<file path="src/rtl/multicycle_control.sv">
// multicycle_control
//   Moore control FSM for a multi-cycle MIPS datapath that shares one memory, the IR and the ALU
//   across the steps of each instruction. It decodes the IR opcode, drives the datapath mux and
//   enable controls, waits on the memory handshake and stops on a halt instruction. It also keeps
//   a cycle counter and a retired-instruction counter for the bench.
//
// Ports
//   clock, reset_n           clock (posedge) and asynchronous active-low reset
//   start                    leave IDLE and begin fetching
//   opcode[5:0]              IR[31:26]; only looked at in DECODE and MEMADR
//   mem_ready                memory completes the current read/write this cycle
//   pc_write, pc_write_cond  unconditional / zero-conditional PC load
//   pc_source[1:0]           PC source: 00 ALU result, 01 ALUOut (branch target)
//   i_or_d                   memory address: 0 PC, 1 ALUOut
//   mem_read, mem_write      memory requests
//   ir_write                 IR load
//   reg_dst, mem_to_reg      register-file write address / data selects
//   reg_write                register-file write enable
//   alu_src_a, alu_src_b     ALU operand selects
//   alu_op[1:0]              ALU control: 00 add, 01 sub, 10 funct field
//   illegal                  one-cycle pulse when DECODE sees an unknown opcode
//   halted                   high while in HALT
//   state[3:0]               current state encoding (debug)
//   cycle_count, instr_count active cycles and retired instructions since reset (saturating)

module multicycle_control #(
    parameter logic [5:0]  OPC_RTYPE = 6'b000000,
    parameter logic [5:0]  OPC_LW    = 6'b100011,
    parameter logic [5:0]  OPC_SW    = 6'b101011,
    parameter logic [5:0]  OPC_BEQ   = 6'b000100,
    parameter logic [5:0]  OPC_HALT  = 6'b111111,
    parameter int unsigned CNT_W     = 32
) (
    input  logic             clock,
    input  logic             reset_n,
    input  logic             start,
    input  logic [5:0]       opcode,
    input  logic             mem_ready,
    output logic             pc_write,
    output logic             pc_write_cond,
    output logic [1:0]       pc_source,
    output logic             i_or_d,
    output logic             mem_read,
    output logic             mem_write,
    output logic             ir_write,
    output logic             reg_dst,
    output logic             mem_to_reg,
    output logic             reg_write,
    output logic             alu_src_a,
    output logic [1:0]       alu_src_b,
    output logic [1:0]       alu_op,
    output logic             illegal,
    output logic             halted,
    output logic [3:0]       state,
    output logic [CNT_W-1:0] cycle_count,
    output logic [CNT_W-1:0] instr_count
);

    typedef enum logic [3:0] {
        StIdle   = 4'd0,
        StFetch  = 4'd1,
        StDecode = 4'd2,
        StMemAdr = 4'd3,
        StMemRd  = 4'd4,
        StMemWb  = 4'd5,
        StMemWr  = 4'd6,
        StExec   = 4'd7,
        StAluWb  = 4'd8,
        StBranch = 4'd9,
        StHalt   = 4'd10
    } state_e;

    state_e           r_state;
    state_e           w_state_next;
    logic             w_retire;
    logic [CNT_W-1:0] r_cycle_count;
    logic [CNT_W-1:0] r_instr_count;

    always_ff @(posedge clock or negedge reset_n) begin
        if (!reset_n) begin
            r_state       <= StIdle;
            r_cycle_count <= '0;
            r_instr_count <= '0;
        end else begin
            r_state <= w_state_next;
            if (r_state != StIdle && r_state != StHalt && r_cycle_count != '1) begin
                r_cycle_count <= r_cycle_count + CNT_W'(1);
            end
            if (w_retire && r_instr_count != '1) begin
                r_instr_count <= r_instr_count + CNT_W'(1);
            end
        end
    end

    always_comb begin
        w_state_next  = r_state;
        w_retire      = 1'b0;
        pc_write      = 1'b0;
        pc_write_cond = 1'b0;
        pc_source     = 2'b00;
        i_or_d        = 1'b0;
        mem_read      = 1'b0;
        mem_write     = 1'b0;
        ir_write      = 1'b0;
        reg_dst       = 1'b0;
        mem_to_reg    = 1'b0;
        reg_write     = 1'b0;
        alu_src_a     = 1'b0;
        alu_src_b     = 2'b00;
        alu_op        = 2'b00;
        illegal       = 1'b0;
        halted        = 1'b0;

        unique case (r_state)
            StIdle: begin
                if (start) w_state_next = StFetch;
            end
            StFetch: begin
                // ALU computes PC+4 while the instruction is read
                mem_read  = 1'b1;
                alu_src_b = 2'b01;
                ir_write  = mem_ready;
                pc_write  = mem_ready;
                if (mem_ready) w_state_next = StDecode;
            end
            StDecode: begin
                // Branch target precomputed speculatively in ALUOut
                alu_src_b = 2'b11;
                if (opcode == OPC_LW || opcode == OPC_SW) begin
                    w_state_next = StMemAdr;
                end else if (opcode == OPC_RTYPE) begin
                    w_state_next = StExec;
                end else if (opcode == OPC_BEQ) begin
                    w_state_next = StBranch;
                end else if (opcode == OPC_HALT) begin
                    w_state_next = StHalt;
                    w_retire     = 1'b1;
                end else begin
                    w_state_next = StFetch;
                    illegal      = 1'b1;
                end
            end
            StMemAdr: begin
                alu_src_a    = 1'b1;
                alu_src_b    = 2'b10;
                w_state_next = (opcode == OPC_SW) ? StMemWr : StMemRd;
            end
            StMemRd: begin
                mem_read = 1'b1;
                i_or_d   = 1'b1;
                if (mem_ready) w_state_next = StMemWb;
            end
            StMemWb: begin
                reg_write    = 1'b1;
                mem_to_reg   = 1'b1;
                w_state_next = StFetch;
                w_retire     = 1'b1;
            end
            StMemWr: begin
                mem_write = 1'b1;
                i_or_d    = 1'b1;
                if (mem_ready) begin
                    w_state_next = StFetch;
                    w_retire     = 1'b1;
                end
            end
            StExec: begin
                alu_src_a    = 1'b1;
                alu_op       = 2'b10;
                w_state_next = StAluWb;
            end
            StAluWb: begin
                reg_dst      = 1'b1;
                reg_write    = 1'b1;
                w_state_next = StFetch;
                w_retire     = 1'b1;
            end
            StBranch: begin
                alu_src_a     = 1'b1;
                alu_op        = 2'b01;
                pc_write_cond = 1'b1;
                pc_source     = 2'b01;
                w_state_next  = StFetch;
                w_retire      = 1'b1;
            end
            StHalt: begin
                halted = 1'b1;
            end
            default: begin
                w_state_next = StIdle;
            end
        endcase
    end

    assign state       = r_state;
    assign cycle_count = r_cycle_count;
    assign instr_count = r_instr_count;

endmodule
</file>
<file path="config.mk">
export PLATFORM = sky130hd
export DESIGN_NAME = multicycle_control
export DESIGN_NICKNAME = d
export VERILOG_FILES = /design/src/rtl/multicycle_control.sv
export SDC_FILE = /design/constraint.sdc
export NUM_CORES = 1
export LEC_CHECK = 0
export ABC_AREA = 1
export CORE_UTILIZATION = 35
export CTS_CLUSTER_SIZE = 10
export DETAILED_ROUTE_END_ITERATION = 8
export PLACE_DENSITY = 0.57
export SYNTH_ARGS = -nofsm -noshare
export SYNTH_HDL_FRONTEND = slang
export SYNTH_SLANG_ARGS = --single-unit
</file>
<file path="constraint.sdc">
create_clock -name clock -period 1.8 [get_ports clock]
set_clock_uncertainty 0.05 [all_clocks]
set_input_delay 0.27 -clock clock [delete_from_list [all_inputs] [get_ports clock]]
set_output_delay 0.27 -clock clock [all_outputs]
set_load 0.02 [all_outputs]
</file>
==> summary.md, run 1 <==
| Metric | Value |
|---|---|
| Grt ovf | 0 |
| First-pass GRT wire length | 24360 µm |
| Sink Count | 68 |
| Mapped Area | 0.004797 mm² |
| Layout Cells excl Fill | 1184 |
| Synth async-reset ratio | 1.000 |
| DR vias | 5467 |
| Final ANT Viol Nets | 0 |
| Place WS | -0.4265 ns |
| GR peak layer | met2 |
| Crit path DAT | 1.45 ns |
| Wirelength per Cell | 12.78 µm |
| Starting Density | 0.3608 |
| CTS tree | yes |
| GPL Wtd Cong | 0.8545 |
| Post-synth EDFFs | 0 |
| DRT iter0 DRCs | 331 |
| Final period demand of the worst path | 1.772 ns |
| Skew-Pair Late Insertion Delay | 0.34 ns |
| Total Routing Usage GR | 0.2210 |
| FF+latch count, synth | 68 |
| CP delay by family, top | simple AND/OR/NAND/NOR gates |
| Fmax achieved | 564.5 MHz |
| Vias in the first global route | 5086 |
| Vias per cell | 4.617 |
| Hpwl dp | 11540 µm |
| Syn nets | 817 |
| GR Layer Usage met1 | 0.2871 |
| Yosys Warn Count | 0 |
| Most frequent cells in the layout | nand2_1 (412), nor2_1 (114), buf_4 (98), inv_1 (67), dfrtp_1 (62) |
| Critical path required time | 1.48 ns |
| Sequential share of the synthesized area | 0.3547 |
| Most used cell, CP | buf_6 |
| Grt met2 use | 0.3557 |
| WS Path Type | flop to primary output |
| Num CTS Buffers | 9 |
| Core Rows | 42 |
| Diodes inserted | 0 |
| Placed Instance Area | 0.006683 mm² |
| Yosys cell types | 25 |
| I/O Pins | 96 |
| PD cells | 891.5 mW/mm² |
| Pre-antenna DRT Iters | 5 |
| PnR worst setup slack | 0.02843 ns |
| Reg2reg path depth | 11 |
| Commonest non-fill, non-tap cell in the layout | nand2_1 |
| Area Overhead vs Synth | 50.16% |
| Worst VDD drop | 0.5288 mV |
| Status | completed |
| Fin Hold WS | 0.3590 ns |
| Tcrit/Tclk final | 0.9842 |
| CTS H-tree lvls | 3 |
| Avg Cell Area, Syn | 5.959 µm² |
| Reg-to-Reg Start | instr_count[1] |
| Fin. max-slew vios | 0 |
| Layout Nets | 1015 |
| Buf+Inv Stages, Crit Path | 2 |
| Dominant synthesized flop cell | dfrtp_1 |
| Max stage delay on crit path | 0.40 ns |
| GRT met3 Usage | 0.04741 |
| Reg-to-reg endpoint | instr_count[31] |
| RSZ-0062 raised after global routing | yes |
| Fin. Hold Viols | 0 |
| Crit start category | flop |
| Largest net degree at the start of global routing | 27 |
| Core region area | 0.01330 mm² |
| Chip Height | 119.1 µm |
| Final setup vio count | 0 |
| Clock root cell | clkbuf_16 |
| Worst Hold Class | primary input to async pin |
| Remaining DRCs | 0 |
| Wirelength, routed | 15140 µm |
| Setup Total Neg Slack | 0 ns |
| Initial antenna violation count | 0 |
| Buffers on Ports | 94 |
| P_leak | 0.003929 µW |
| Die area | 0.01418 mm² |
| Max-cap violations | 0 |
| Reg clk slew, reported paths | 0.06 ns |
| Synth Instances | 805 |
| Crit-path cells | buf_6 -> nand2_4 -> nor2_2 -> or2_2 -> buf_6 |
| FF-to-FF setup slack | 0.09 ns |
| Critical path peak fanout | 6 |
| Layout cell share with drive strength beyond 1 | 0.1915 |
| Crit. End Element | primary output |
| Total placed cells including tap cells | 1160 |
| Clock buffer depth | 2 |
| Critical path's slowest cell | dfrtp_1 |
| Post-route cell area | 0.007203 mm² |
| Die W | 119.1 µm |
[cells by family (layout without fill, tap and decap cells)]
group | Yosys count | in the layout | share of synthesized area
AO/OA/AOI/OAI | 22 | 22 | 0.02374
XOR/XNOR | 25 | 25 | 0.04564
adder cells (fa/ha/maj) | 2 | 2 | 0.005216
buffers and inverters | 87 | 290 | 0.07772
flip-flops | 68 | 68 | 0.3547
other | 1 | 1 | 0.0007817
AND/OR/NAND/NOR | 600 | 600 | 0.4922
[per-stage QoR]
| stage | utilization | power (µW) |
|---|---|---|
| CTS | 0.5235 | 6289 |
| global placement | 0.5026 | 4497 |
| detailed placement | 0.5026 | 4489 |
| floorplan | - | 3205 |
| global route | 0.5418 | 6817 |
| finish | 0.5418 | 6421 |
[area by class of cell]
| class | instances | area, µm² |
|---|---|---|
| fill | 1327 | 6092 |
| multi-input combinational | 650 | 2853 |
| timing repair buffer | 202 | 1839 |
| sequential | 68 | 1709 |
| inverter | 72 | 277.8 |
| clock buffer | 12 | 256.5 |
| tap | 176 | 220.2 |
| clock inverter | 4 | 47.55 |
[power breakdown]
| group | total (µW) | internal, µW | leakage, µW | switching [µW] |
|---|---|---|---|---|
| Sequential | 1780 | 1670 | 0.000928 | 115 |
| Combinational | 2800 | 1180 | 0.00285 | 1620 |
| Clock | 1840 | 1140 | 0.000149 | 693 |
[registers in the layout, summed over array words and instances, names as in the netlist]
register	count
cycle_count	32
instr_count	32
state	4
[how the worst max path moves through the flow]
stage	cells after the start	end	startpoint
CTS	5	reg_write	state[3]
finish	5	reg_write	state[2]
detailed placement	7	illegal	opcode[2]
global route	4	illegal	state[3]
floorplan	11	instr_count[8]	state[3]
global placement	7	illegal	opcode[2]
[synth_stat cells (3+ instances only)]
cell type	n	area (µm²)
buf_2	7	35.03
buf_4	6	45.04
dfrtp_1	68	1702
inv_1	70	262.8
nand2_1	418	1569
nand2_2	5	31.28
nand3_1	36	180.2
nor2_1	130	488.0
nor2_4	3	33.78
o21ai_0	18	90.09
xnor2_1	8	70.07
xor2_1	17	148.9
[routing by layer]
| layer | vias up | part of all wire |
|---|---|---|
| li1 | 2826 | - |
| met1 | 2484 | 0.46 |
| met2 | 130 | 0.47 |
| met3 | 27 | 0.046 |
| met4 | 0 | 0.026 |
| met5 | - | 0 |
[what timing repair did]
action | in CTS | in global routing
endpoints found under the setup margin | 73 | 105
endpoints found under the hold margin | 23 | 0
hold buffers | 1 | 0
pin swaps | 4 | 10
resized for setup | 86 | 69
cloned | 0 | 1
setup buffers | 0 | 6
Power figures use the tool's default switching activity.
==> run 2: changes to the inputs <==
--- a/config.mk
+++ b/config.mk
@@ -6,10 +6,13 @@
 export NUM_CORES = 1
 export LEC_CHECK = 0
 export ABC_AREA = 1
+export CAP_MARGIN = 10
+export CORE_MARGIN = 1
 export CORE_UTILIZATION = 35
 export CTS_CLUSTER_SIZE = 10
 export DETAILED_ROUTE_END_ITERATION = 8
 export PLACE_DENSITY = 0.57
+export RECOVER_POWER = 25
 export SYNTH_ARGS = -nofsm -noshare
 export SYNTH_HDL_FRONTEND = slang
 export SYNTH_SLANG_ARGS = --single-unit
==> run 2 against run 1 <==
Effect of this change: sequential power hardly changed; utilization shrank 0.24 points; total power decreased by 0.15%; combinational power is essentially flat; critical path depth unchanged; clock power hardly changed; maximum frequency about the same.
==> summary.md, run 2 (same netlist as run 1, synthesis figures left out) <==
| Metric | Value |
|---|---|
| Status | completed (unchanged) |
| Setup Total Neg Slack | 0 ns (unchanged) |
| Layout Cells excl Fill | 1184 (unchanged) |
| Core region area | 0.01330 mm² (unchanged) |
| CTS H-tree lvls | 3 (unchanged) |
| Layout Nets | 1015 (unchanged) |
| Fmax achieved | 564.4 MHz (was 564.5 MHz) |
| P_leak | 0.003918 µW (was 0.003929 µW) |
| Crit. End Element | primary output (unchanged) |
| Clock buffer depth | 2 (unchanged) |
| Worst VDD drop | 0.5288 mV (about the same) |
| WS Path Type | flop to primary output (unchanged) |
| Critical path required time | 1.48 ns (about the same) |
| Hpwl dp | 11540 µm (unchanged) |
| Final ANT Viol Nets | 0 (unchanged) |
| Vias per cell | 4.626 (was 4.617) |
| Reg2reg path depth | 11 (unchanged) |
| Crit-path cells | buf_6 -> nand2_4 -> nor2_2 -> or2_2 -> buf_6 (unchanged) |
| Max-cap violations | 0 (unchanged) |
| Fin. Hold Viols | 0 (unchanged) |
| Critical path's slowest cell | dfrtp_1 (unchanged) |
| Power share of the clock group | 0.286 (about the same) |
| Grt ovf | 0 (unchanged) |
| Max stage delay on crit path | 0.40 ns (about the same) |
| Crit start category | flop (unchanged) |
| Diodes inserted | 0 (unchanged) |
| Pre-antenna DRT Iters | 5 (unchanged) |
| Int Power | 3983 µW (was 3991 µW) |
| Reg-to-Reg Start | instr_count[1] (unchanged) |
| CTS tree | yes (unchanged) |
| First-pass GRT wire length | 24360 µm (unchanged) |
| Total placed cells including tap cells | 1160 (unchanged) |
| Commonest non-fill, non-tap cell in the layout | nand2_1 (unchanged) |
| Worst Tran Pin Value | 0.7370 ns |
| Post-route cell area | 0.007171 mm² (was 0.007203 mm²) |
| Reg-to-reg endpoint | instr_count[31] (unchanged) |
| CP delay by family, top | simple AND/OR/NAND/NOR gates (unchanged) |
| Crit path DAT | 1.45 ns (about the same) |
| Total Routing Usage GR | 0.2210 (unchanged) |
| Area Overhead vs Synth | 49.48% (was 50.16%) |
| Vias in the first global route | 5086 (unchanged) |
| DRT iter0 DRCs | 311 (was 331) |
| Most used cell, CP | buf_6 (unchanged) |
| RSZ-0062 raised after global routing | yes (unchanged) |
| Die area | 0.01418 mm² (unchanged) |
| Final period demand of the worst path | 1.772 ns (about the same) |
| Initial antenna violation count | 0 (unchanged) |
| Fill count | 1330 (was 1327) |
| PD cells | 894.1 mW/mm² (was 891.5 mW/mm²) |
| Comb power frac | 0.436 (about the same) |
| Critical path peak fanout | 6 (unchanged) |
| Fin Hold WS | 0.4735 ns (was 0.3590 ns) |
| Flop pwr share | 0.278 (about the same) |
| Final setup vio count | 0 (unchanged) |
| DR vias | 5477 (was 5467) |
| Most frequent cells in the layout | nand2_1 (412), nor2_1 (114), buf_4 (97), inv_1 (67), dfrtp_1 (62) (was nand2_1 (412), nor2_1 (114), buf_4 (98), inv_1 (67), dfrtp_1 (62)) |
| Wirelength, routed | 15120 µm (was 15140 µm) |
| Remaining DRCs | 0 (unchanged) |
| Placed Instance Area | 0.006683 mm² (unchanged) |
| Switching fraction of total power | 0.3788 (was 0.3785) |
| Wirelength per Cell | 12.77 µm (was 12.78 µm) |
| Max-slew headroom | 0.5087 |
| Largest net degree at the start of global routing | 27 (unchanged) |
| Chip Height | 119.1 µm (unchanged) |
| Starting Density | 0.3608 (unchanged) |
| Worst path depth | 5 (unchanged) |
| GPL Wtd Cong | 0.8545 (unchanged) |
| Die W | 119.1 µm (unchanged) |
| Buf+Inv Stages, Crit Path | 2 (unchanged) |
| FF-to-FF setup slack | 0.09 ns (about the same) |
| Fin. max-slew vios | 0 (unchanged) |
| Core Rows | 42 (unchanged) |
| Tcrit/Tclk final | 0.9843 (was 0.9842) |
| I/O Pins | 96 (unchanged) |
| Skew-Pair Late Insertion Delay | 0.34 ns (about the same) |
| Net Sw Power | 2429 µW (was 2430 µW) |
| Num CTS Buffers | 9 (unchanged) |
| Clock root cell | clkbuf_16 (unchanged) |
| Sink Count | 68 (unchanged) |
| Buffers on Ports | 94 (unchanged) |
| Reg clk slew, reported paths | 0.06 ns (about the same) |
| Layout cell share with drive strength beyond 1 | 0.1915 (unchanged) |
| Fin util | 0.5393 (was 0.5418) |
| Worst Hold Class | primary input to async pin (unchanged) |
run 2: changes by cell type in the layout (fill, tap and decap cells not counted), sizes merged:
cell	change
buf	-3
clkbuf	+3
run 2: timing repair:
action	CTS	global route
pin swaps	4	10
endpoints found under the setup margin	73	105
gates resized for setup	86	69
hold buffers	1	0
hold endpoints to repair	23	0
setup buffers	0	6
cloned	0	1
run 2: metrics by stage:
stage / worst slack (ns) / total power, µW
floorplan: -0.04681 / 3205
global route: -0.02468 / 6807
finish: 0.02828 / 6412
detailed placement: -0.4265 / 4489
global placement: -0.3822 / 4497
CTS: -0.02478 / 6289
run 2: how the worst max path moves through the flow:
stage | from | slack [ns] | to
finish | state[2] | 0.03 | reg_write
global route | state[3] | -0.02 | illegal
CTS | state[3] | -0.02 | reg_write
global placement | opcode[2] | -0.38 | illegal
floorplan | state[3] | -0.05 | instr_count[8]
detailed placement | opcode[2] | -0.43 | illegal
run 2: cell type report:
class	instances	area, µm²	share of cell area
clock inverters	4	47.55	0.006631
well taps	176	220.2	0.03071
inverters	72	277.8	0.03874
flip-flops and latches	68	1709	0.2384
repair buffers	202	1807	0.2520
multi-input cells	650	2853	0.3978
clock buffers	12	256.5	0.03577
run 2: power groups by stage:
stage | Sequential, µW | Clock (µW) | Combinational [µW]
floorplan | 2020 | 0 | 1190
global placement | 1800 | 0 | 2690
detailed placement | 1810 | 0 | 2680
CTS | 1780 | 1880 | 2620
global route | 1800 | 1950 | 3060
finish | 1780 | 1840 | 2790
run 2: routing by layer:
| metal | up-vias | GRT usage | wire length [µm] |
|---|---|---|---|
| li1 | 2828 | - | - |
| met1 | 2483 | 0.2871 | 6962 |
| met2 | 139 | 0.3557 | 7048 |
| met3 | 27 | 0.04741 | 718 |
| met4 | 0 | 0.08861 | 391 |
| met5 | - | 0 | 0 |
